`src/rtl/matrix_stream_feeder_if.sv`:
```
// Bus bundle for matrix_stream_feeder: buffer write port, run control and
// the valid/ready element stream with its per-matrix finish handshake.
interface matrix_stream_feeder_if #(
  parameter int DATA_W   = 8,
  parameter int ELEMS    = 32,
  parameter int NUM_MATS = 2,
  parameter int ADDR_W   = $clog2(ELEMS * NUM_MATS),
  parameter int MIDX_W   = $clog2(NUM_MATS) + 1
);
  logic              wr_en;
  logic [ADDR_W-1:0] wr_addr;
  logic [DATA_W-1:0] wr_data;
  logic              start;
  logic              loop_mode;
  logic              abort;
  logic              out_valid;
  logic              out_ready;
  logic [DATA_W-1:0] out_data;
  logic              out_last;
  logic              finish;
  logic              busy;
  logic [MIDX_W-1:0] mat_idx;
  logic              done;
  logic              wr_err;

  modport master (
    input  wr_en, wr_addr, wr_data, start, loop_mode, abort, out_ready, finish,
    output out_valid, out_data, out_last, busy, mat_idx, done, wr_err
  );

  modport slave (
    output wr_en, wr_addr, wr_data, start, loop_mode, abort, out_ready, finish,
    input  out_valid, out_data, out_last, busy, mat_idx, done, wr_err
  );
endinterface

```
`src/rtl/matrix_stream_feeder.sv`:
```
// Buffered matrix source: streams NUM_MATS matrices of ELEMS elements each,
// waiting for the consumer's finish between matrices, optionally looping.
module matrix_stream_feeder #(
  parameter int DATA_W   = 8,
  parameter int ELEMS    = 32,
  parameter int NUM_MATS = 2,
  parameter int ADDR_W   = $clog2(ELEMS * NUM_MATS)
) (
  input  logic                   clk,
  input  logic                   rst,
  matrix_stream_feeder_if.master bus
);
  localparam int          EW    = $clog2(ELEMS);
  localparam int          MW    = $clog2(NUM_MATS) + 1;
  localparam int unsigned DEPTH = ELEMS * NUM_MATS;

  typedef enum logic [1:0] {IDLE, STREAM, WAIT_FIN, DONE} state_t;

  state_t            r_state;
  logic [EW-1:0]     r_elem_cnt;
  logic [MW-1:0]     r_mat_idx;
  logic              r_loop;
  logic              r_wr_err;
  logic [DATA_W-1:0] r_mem [DEPTH];

  logic              w_stream;
  logic              w_last;
  logic              w_wr_ok;
  logic [ADDR_W-1:0] w_rd_addr;

  assign w_stream  = (r_state == STREAM);
  assign w_last    = w_stream && (r_elem_cnt == EW'(ELEMS - 1));
  assign w_rd_addr = ADDR_W'(32'(r_mat_idx) * ELEMS + 32'(r_elem_cnt));
  assign w_wr_ok   = bus.wr_en && !rst && (r_state == IDLE) &&
                     (32'(bus.wr_addr) < DEPTH);

  // Buffer survives reset and abort, so it has no reset branch.
  always_ff @(posedge clk) begin
    if (w_wr_ok) r_mem[bus.wr_addr] <= bus.wr_data;
  end

  always_ff @(posedge clk) begin
    if (rst) begin
      r_state    <= IDLE;
      r_elem_cnt <= '0;
      r_mat_idx  <= '0;
      r_loop     <= 1'b0;
      r_wr_err   <= 1'b0;
    end else begin
      r_wr_err <= bus.wr_en && !w_wr_ok;
      if (bus.abort) begin
        r_state    <= IDLE;
        r_elem_cnt <= '0;
        r_mat_idx  <= '0;
        r_loop     <= 1'b0;
      end else begin
        case (r_state)
          IDLE: begin
            r_elem_cnt <= '0;
            r_mat_idx  <= '0;
            r_loop     <= bus.loop_mode;
            if (bus.start) r_state <= STREAM;
          end
          STREAM: begin
            // ELEMS is a power of two, so the counter wraps to 0 on the last element.
            if (bus.out_ready) begin
              r_elem_cnt <= r_elem_cnt + EW'(1);
              if (w_last) r_state <= WAIT_FIN;
            end
          end
          WAIT_FIN: begin
            if (bus.finish) begin
              if (32'(r_mat_idx) < NUM_MATS - 1) begin
                r_mat_idx <= r_mat_idx + MW'(1);
                r_state   <= STREAM;
              end else if (r_loop) begin
                r_mat_idx <= '0;
                r_state   <= STREAM;
              end else begin
                r_state <= DONE;
              end
            end
          end
          DONE: begin
            r_mat_idx <= '0;
            r_state   <= IDLE;
          end
          default: r_state <= IDLE;
        endcase
      end
    end
  end

  assign bus.out_valid = w_stream;
  assign bus.out_data  = w_stream ? r_mem[w_rd_addr] : '0;
  assign bus.out_last  = w_last;
  assign bus.busy      = (r_state != IDLE);
  assign bus.mat_idx   = r_mat_idx;
  assign bus.done      = (r_state == DONE);
  assign bus.wr_err    = r_wr_err;
endmodule

```
`src/flat_wrapper.sv`:
```
// flat-port wrapper written by rule: the top's interface ports become plain ports
module matrix_stream_feeder_flat 
#(
  parameter int DATA_W   = 8,
  parameter int ELEMS    = 32,
  parameter int NUM_MATS = 2,
  parameter int ADDR_W   = $clog2(ELEMS * NUM_MATS)
)
  (clk, rst, bus_wr_en, bus_wr_addr, bus_wr_data, bus_start, bus_loop_mode, bus_abort, bus_out_ready, bus_finish, bus_out_valid, bus_out_data, bus_out_last, bus_busy, bus_mat_idx, bus_done, bus_wr_err);
  matrix_stream_feeder_if #(.DATA_W(DATA_W), .ELEMS(ELEMS), .NUM_MATS(NUM_MATS), .ADDR_W(ADDR_W)) bus_i ();
  input  logic clk;
  input  logic rst;
  input wire logic [$bits(bus_i.wr_en)-1:0] bus_wr_en;
  input wire logic [$bits(bus_i.wr_addr)-1:0] bus_wr_addr;
  input wire logic [$bits(bus_i.wr_data)-1:0] bus_wr_data;
  input wire logic [$bits(bus_i.start)-1:0] bus_start;
  input wire logic [$bits(bus_i.loop_mode)-1:0] bus_loop_mode;
  input wire logic [$bits(bus_i.abort)-1:0] bus_abort;
  input wire logic [$bits(bus_i.out_ready)-1:0] bus_out_ready;
  input wire logic [$bits(bus_i.finish)-1:0] bus_finish;
  output wire logic [$bits(bus_i.out_valid)-1:0] bus_out_valid;
  output wire logic [$bits(bus_i.out_data)-1:0] bus_out_data;
  output wire logic [$bits(bus_i.out_last)-1:0] bus_out_last;
  output wire logic [$bits(bus_i.busy)-1:0] bus_busy;
  output wire logic [$bits(bus_i.mat_idx)-1:0] bus_mat_idx;
  output wire logic [$bits(bus_i.done)-1:0] bus_done;
  output wire logic [$bits(bus_i.wr_err)-1:0] bus_wr_err;
  assign bus_i.wr_en = bus_wr_en;
  assign bus_i.wr_addr = bus_wr_addr;
  assign bus_i.wr_data = bus_wr_data;
  assign bus_i.start = bus_start;
  assign bus_i.loop_mode = bus_loop_mode;
  assign bus_i.abort = bus_abort;
  assign bus_i.out_ready = bus_out_ready;
  assign bus_i.finish = bus_finish;
  assign bus_out_valid = bus_i.out_valid;
  assign bus_out_data = bus_i.out_data;
  assign bus_out_last = bus_i.out_last;
  assign bus_busy = bus_i.busy;
  assign bus_mat_idx = bus_i.mat_idx;
  assign bus_done = bus_i.done;
  assign bus_wr_err = bus_i.wr_err;
  matrix_stream_feeder #(.DATA_W(DATA_W), .ELEMS(ELEMS), .NUM_MATS(NUM_MATS), .ADDR_W(ADDR_W)) u_core (.clk(clk), .rst(rst), .bus(bus_i));
endmodule
```
`config.mk`:
```
export PLATFORM = sky130hd
export DESIGN_NAME = matrix_stream_feeder_flat
export DESIGN_NICKNAME = d
export VERILOG_FILES = /design/src/rtl/matrix_stream_feeder_if.sv /design/src/rtl/matrix_stream_feeder.sv /design/src/flat_wrapper.sv
export SDC_FILE = /design/constraint.sdc
export NUM_CORES = 1
export LEC_CHECK = 0
export BUFFER_PORTS_ARGS = -buffer_cell sky130_fd_sc_hd__buf_2
export CAP_MARGIN = 10
export CORE_MARGIN = 4
export CORE_UTILIZATION = 57
export CTS_CLUSTER_DIAMETER = 80
export DETAILED_ROUTE_END_ITERATION = 10
export PLACE_DENSITY = 0.85
export SLEW_MARGIN = 5
export SYNTH_ARGS = -nofsm -noshare
export SYNTH_HDL_FRONTEND = slang
export SYNTH_SLANG_ARGS = --single-unit
```
`constraint.sdc`:
```
create_clock -name clk -period 3.3 [get_ports clk]
set_input_delay 0 -clock clk [delete_from_list [all_inputs] [get_ports clk]]
set_output_delay 0 -clock clk [all_outputs]
set_load 0.005 [all_outputs]
```
==> impl_metrics.tcl, run 1 <==
set metrics [dict create \
    cts_made_buffers 48 \
    crit_required_ns 3.30 \
    place_area_sq_um 21500 \
    crit_slowest_cell "dfxtp_1" \
    ys_seq_area_share_pct 76.0 \
    path_cells "inv_1 -> nor2_1 -> a221oi_1 -> o32ai_1 -> buf_2" \
    powerDensity_nw_per_um2 560 \
    cts_resized 0 \
    rsz0062_at_grt "false" \
    vias 10622 \
    synth_area_sq_um 20500 \
    synth_area_leaders "edfxtp_1 75%, mux4_2 13%, mux2i_1 2.0%, nor2_1 1.5%, dfxtp_1 1.1%" \
    globalplace.congestion 0.849 \
    die-area_sq_um 39100 \
    overflow 0 \
    cts_max_level 2 \
    clock_sinks 523 \
    finalPower_w 0.0130 \
    die_y_um 198 \
    synth_most_common_cell "edfxtp_1" \
    timing.hold.ws_ns 0.0517 \
    yosysTopAreaCell "edfxtp_1" \
    wl_per_cell_um 29.3 \
    synth_top_area_share_pct 74.9 \
    antenna_left 0 \
    maxSlewViolCount 0 \
    io_buffers 36 \
    cts-root-to-sink-buffers 3 \
    p_leak_nw 7.13 \
    die_w_um 198 \
    max_stage_delay_ns 0.71 \
    cts.clk_slew.worst_paths_ns 0.07 \
    setup_viol 0 \
    grt_max_degree 65 \
    syn-num-nets 1007 \
    start_kind "flop" \
    grt_antenna_before_repair 3 \
    slew_headroom_pct 14.4 \
    drc 0 \
    tns_ns 0 \
    dr_wl_met2_mm 22.7 \
    timing.fmax_ghz 0.313 \
    core-area_sq_um 35600 \
    finalCriticalPeriod_ns 3.20 \
    wl_mm 46.4 \
    drtPass1Iterations 5 \
    maxCapViolations 0 \
    drtIter0Drc 1431 \
    netlist_instances 977 \
    finalNetCount 1115 \
    ys_types 42 \
    wl_met1_mm 17.0 \
    yosys_warnings 0 \
    synth_ff_type "edfxtp_1" \
    arrival_ns 3.20 \
    rows 69 \
    finalCritPeriodShare_pct 96.9 \
    areaGrowthSynthToFinish_pct 12.9 \
    irDropWorstVdd_v 0.000358 \
    hpwlAfterDp_mm 28.0 \
    tightest_slew_ns 1.28 \
    grt.total_usage_pct 23.9 \
    viasPerCell 6.69 \
    io_pins 37 \
    outcome "finished, final reports clean" \
    grt_pass1_vias 10599 \
    crit_fanout 12 \
    end_kind "primary output" \
    root_buffer "clkbuf_16" \
    top_layer_used "met5" \
    start_util_pct 57.7 \
    grt_pass1_wl_mm 69.4 \
    clk_latency_ns 0.56 \
    fin_area_sq_um 23200 \
    avgSynthCellArea_sq_um 21.0 \
    synth_seq_cells 523 \
    hp-class "input pin to flop" \
    wl_met3_mm 4.90 \
    hold_violations 0 \
    cts_tree "built" \
    synthTopCellsByCount "512 x edfxtp_1, 122 x mux4_2, 80 x nor2_1" \
    synth_edf_count 512 \
    critPathKind "flop to primary output" \
    layout-drive-gt1-share_pct 26.9 \
    finClkSkew_ns 0.00928 \
    ys_async_sr_fraction_pct 0 \
    fillers 2197 \
]
-- critical path, delay by kind of cell, from the launching register on --
family / cells / cell delay (ns)
AOI/OAI and AO/OA: 2 / 0.74
and+or+nand+nor: 1 / 0.59
DFF: 1 / 0.71
buffers and inverters: 2 / 0.59
-- area by class of cell --
cell class,count,area (sq um),share of cell area (%)
antenna,1,2.50,0.0108
clock buffer,63,1300,5.61
clock inverter,27,216,0.934
inverter,8,30.0,0.130
multi-input combinational,395,4590,19.8
sequential,523,15600,67.4
tap,461,577,2.49
timing repair buffer,109,843,3.64
-- placed cells by master (no fill, tap or decap), types with 9 or more instances in the layout --
| cell type | count |
|---|---|
| o32ai_1 | 14 |
| nor2b_1 | 11 |
| a211o_1 | 9 |
| dlygate4sd3_1 | 11 |
| mux2i_1 | 41 |
| clkbuf_1 | 13 |
| clkinv_1 | 11 |
| clkbuf_16 | 50 |
| nor2_1 | 80 |
| buf_2 | 36 |
| clkinv_2 | 9 |
| buf_4 | 55 |
| o22ai_1 | 10 |
| mux4_2 | 122 |
| nand2_1 | 13 |
| edfxtp_1 | 512 |
-- cells by family after synthesis --
logic type / Yosys count / synth area share (%)
AO/OA/AOI/OAI: 76 / 2.83
adder cells (fa/ha/maj): 8 / 0.488
buffers and inverters: 59 / 1.64
flip-flops: 523 / 76.0
multiplexers: 170 / 15.8
AND/OR/NAND/NOR: 141 / 3.28
-- report_power, final --
group	total [W]	leakage (nW)	switching, W	internal, W
Clock	0.00537	0.738	0.00235	0.00302
Combinational	0.000285	1.70	0.000209	0.0000752
Sequential	0.00731	4.69	0.00000811	0.00730
-- final timing paths --
check	startpoint	to	slack (ns)	depth (start not counted)
worst min-delay path	bus_wr_data[3]	u_core.r_mem[12][3]	0.05	1
worst max-delay path	u_core.r_elem_cnt[4]	bus_out_data[1]	0.10	5
worst max register to register	u_core.r_state[1]	u_core.r_mem[49][7]	0.39	7
worst min register to register	u_core.bus.mat_idx[1]	u_core.bus.mat_idx[1]	0.51	2
-- layer usage --
| layer | up-vias | global-route usage (%) |
|---|---|---|
| met5 | - | 0 |
| met4 | 4 | 9.41 |
| met3 | 133 | 4.19 |
| met2 | 799 | 37.7 |
| met1 | 5397 | 34.2 |
| li1 | 4289 | - |
-- registers in the layout (all words and copies together), names as in the netlist --
register / count
u_core.r_elem_cnt: 5
u_core.r_state: 2
u_core.bus.mat_idx: 2
u_core.r_mem: 512
u_core.bus.wr_err: 1
u_core.r_loop: 1
-- timing repair --
action / in CTS / in global routing
setup endpoints to repair: 0 / 1
hold buffers: 11 / 0
hold endpoints to repair: 46 / 0
buffers inserted: 0 / 1
-- stage by stage --
| stage | cells | setup slack (ns) | utilization (%) |
|---|---|---|---|
| 2_1_floorplan | 977 | 0.948 | - |
| 3_3_place_gp | 1484 | 0.644 | 60.5 |
| 3_5_place_dp | 1484 | 0.487 | 60.5 |
| 4_1_cts | 1585 | 0.108 | 65.1 |
| 5_1_grt | 1587 | 0.0707 | 65.1 |
| 6_report | 1587 | 0.102 | 65.1 |
Note: power is estimated with default switching activity, not from simulation.
==> run 2, diff against run 1 <==
- RECOVER_POWER: default -> 25
==> run 2 against run 1 <==
The run now ends with max-capacitance violations, max-slew violations left. Fmax is 0.12% higher. Design area about the same. Utilization about the same. Largest power group unchanged. First-iteration DRC count increased by 9.7%.
==> impl_metrics.tcl, run 2 (synthesis gave the netlist of run 1 again) <==
set metrics [dict create \
    outcome "finished with violations" \
    violations "max-capacitance violations, max-slew violations" \
    cts_resized 0 \
    layout_setup_ws_ns 0.106 \
    max_stage_delay_ns 0.76 \
    finClkSkew_ns 0.0101 \
    die-area_sq_um 39100 \
    min_from "bus_wr_addr[5]" \
    grt.busiest_layer "met2" \
    areaGrowthSynthToFinish_pct 12.8 \
    swShare_pct 19.8 \
    path_cells "buf_12 -> buf_4 -> mux4_2 -> o21ai_0 -> o32ai_1 -> buf_2" \
    final_common_cell "edfxtp_1" \
    start_kind "flop" \
    pwr-share-clk_pct 41.4 \
    grt.total_usage_pct 23.9 \
    end_kind "primary output" \
    cts.clk_slew.worst_paths_ns 0.06 \
    cts_made_buffers 48 \
    place_area_sq_um 21500 \
    slew_headroom_pct -102 \
    top_regs "u_core.r_mem (512), u_core.r_elem_cnt (5)" \
    root_buffer "clkbuf_16" \
    maxSlewViolCount 296 \
    largest_register_ffs 512 \
    p_int_w 0.0104 \
    critPathKind "flop to primary output" \
    wl_per_cell_um 29.2 \
    r2r_cells 7 \
    finalCriticalPeriod_ns 3.19 \
    viasPerCell 6.72 \
    irDropWorstVdd_v 0.000358 \
    timing.fmax_ghz 0.313 \
    crit_slowest_cell "dfxtp_4" \
    overflow 0 \
    cts-root-to-sink-buffers 3 \
    pwr-share-seq_pct 56.4 \
    die_w_um 198 \
    r2r-end "u_core.r_mem[33][7]" \
    pre_cts_ws_ns 0.487 \
    grt_antenna_before_repair 3 \
    cts_max_level 2 \
    layout-drive-gt1-share_pct 26.0 \
    crit_fanout 44 \
    reg2reg_slack_ns 0.39 \
    cts_tree "built" \
    hp-class "input pin to flop" \
    hold_end "u_core.r_mem[18][0]" \
    grt_max_degree 65 \
    die_y_um 198 \
    wl_mm 46.4 \
    hold_violations 0 \
    fin_area_sq_um 23100 \
    grt_pass1_wl_mm 69.4 \
    start_util_pct 57.7 \
    io_buffers 36 \
    met3_usage_pct 4.19 \
    final_util_pct 65.1 \
    tns_ns 0 \
    clock_sinks 523 \
    drtIter0Drc 1570 \
    vias 10677 \
    drc 0 \
    arrival_ns 3.19 \
    clk_latency_ns 0.56 \
    grt_pass1_vias 10599 \
    crit_required_ns 3.30 \
    whs_path_depth 3 \
    drtPass1Iterations 5 \
    globalplace.congestion 0.849 \
    p_comb_share_pct 2.2 \
    multi_input_area_sq_um 4590 \
    r2r-start "u_core.r_state[1]" \
    core-area_sq_um 35600 \
    top_register "u_core.r_mem" \
    io_pins 37 \
    rows 69 \
    fillers 2199 \
    antenna_left 0 \
    layout_common_cells "512 x edfxtp_1, 122 x mux4_2, 80 x nor2_1" \
    rsz0062_at_grt "false" \
    finalNetCount 1115 \
    powerDensity_nw_per_um2 560 \
    use_met2_pct 37.7 \
    p_leak_nw 7.10 \
    finalCritPeriodShare_pct 96.8 \
    regArea_sq_um 15600 \
    setup_viol 0 \
    tightest_slew_ns 3.02 \
    use_met1_pct 34.2 \
    maxCapViolations 6 \
    p_switching_w 0.00257 \
    hpwlAfterDp_mm 28.0 \
]
run 2: worst max-delay path by stage:
stage,startpoint,endpoint
after global routing,u_core.r_elem_cnt[2],bus_out_data[1]
final,u_core.r_elem_cnt[2],bus_out_data[1]
after floorplan,u_core.r_state[0],u_core.r_mem[59][0]
after detailed placement,u_core.r_state[1],u_core.r_mem[23][6]
after CTS,u_core.r_elem_cnt[0],bus_out_data[1]
after global placement,u_core.r_state[0],u_core.r_mem[7][7]
run 2: what timing repair did:
| action | in CTS | in global routing |
|---|---|---|
| hold buffers | 11 | 0 |
| setup buffers | 0 | 1 |
| endpoints found under the hold margin | 46 | 0 |
| endpoints found under the setup margin | 0 | 1 |
run 2: per-layer routing:
layer  vias up  routed length, um
met4         4               2070
met2       802              22600
met1      5434              17000
li1       4291                  -
met5         -                 21
met3       146               4790
run 2: metrics by stage:
stage / power [W] / hold slack, ns / instances
6_report: 0.0130 / 0.194 / 1588
5_1_grt: 0.0133 / 0.210 / 1587
4_1_cts: 0.0130 / 0.0323 / 1585
3_5_place_dp: 0.00772 / 0.210 / 1484
3_3_place_gp: 0.00771 / 0.212 / 1484
2_1_floorplan: 0.00754 / 0.0758 / 977
run 2: worst max-delay path: cells and delay by family, from the launching register on:
family,cells,cell delay [ns]
AOI/OAI and AO/OA,2,0.82
DFF,1,0.76
buffers and inverters,3,0.82
muxes,1,0.21
run 2: power by group through the flow:
stage	clock, W	sequential [W]	combinational, W
floorplan	0	0.00745	0.0000952
global placement	0	0.00745	0.000255
detailed placement	0	0.00745	0.000267
CTS	0.00543	0.00731	0.000279
global route	0.00571	0.00731	0.000299
finish	0.00537	0.00731	0.000282
run 2: area by class of cell:
class,count,share of cell area (%)
sequential,523,67.4
clock buffer,63,5.62
inverter,8,0.130
timing repair buffer,109,3.56
tap,461,2.49
clock inverter,27,0.935
multi-input combinational,395,19.8
antenna,2,0.0216
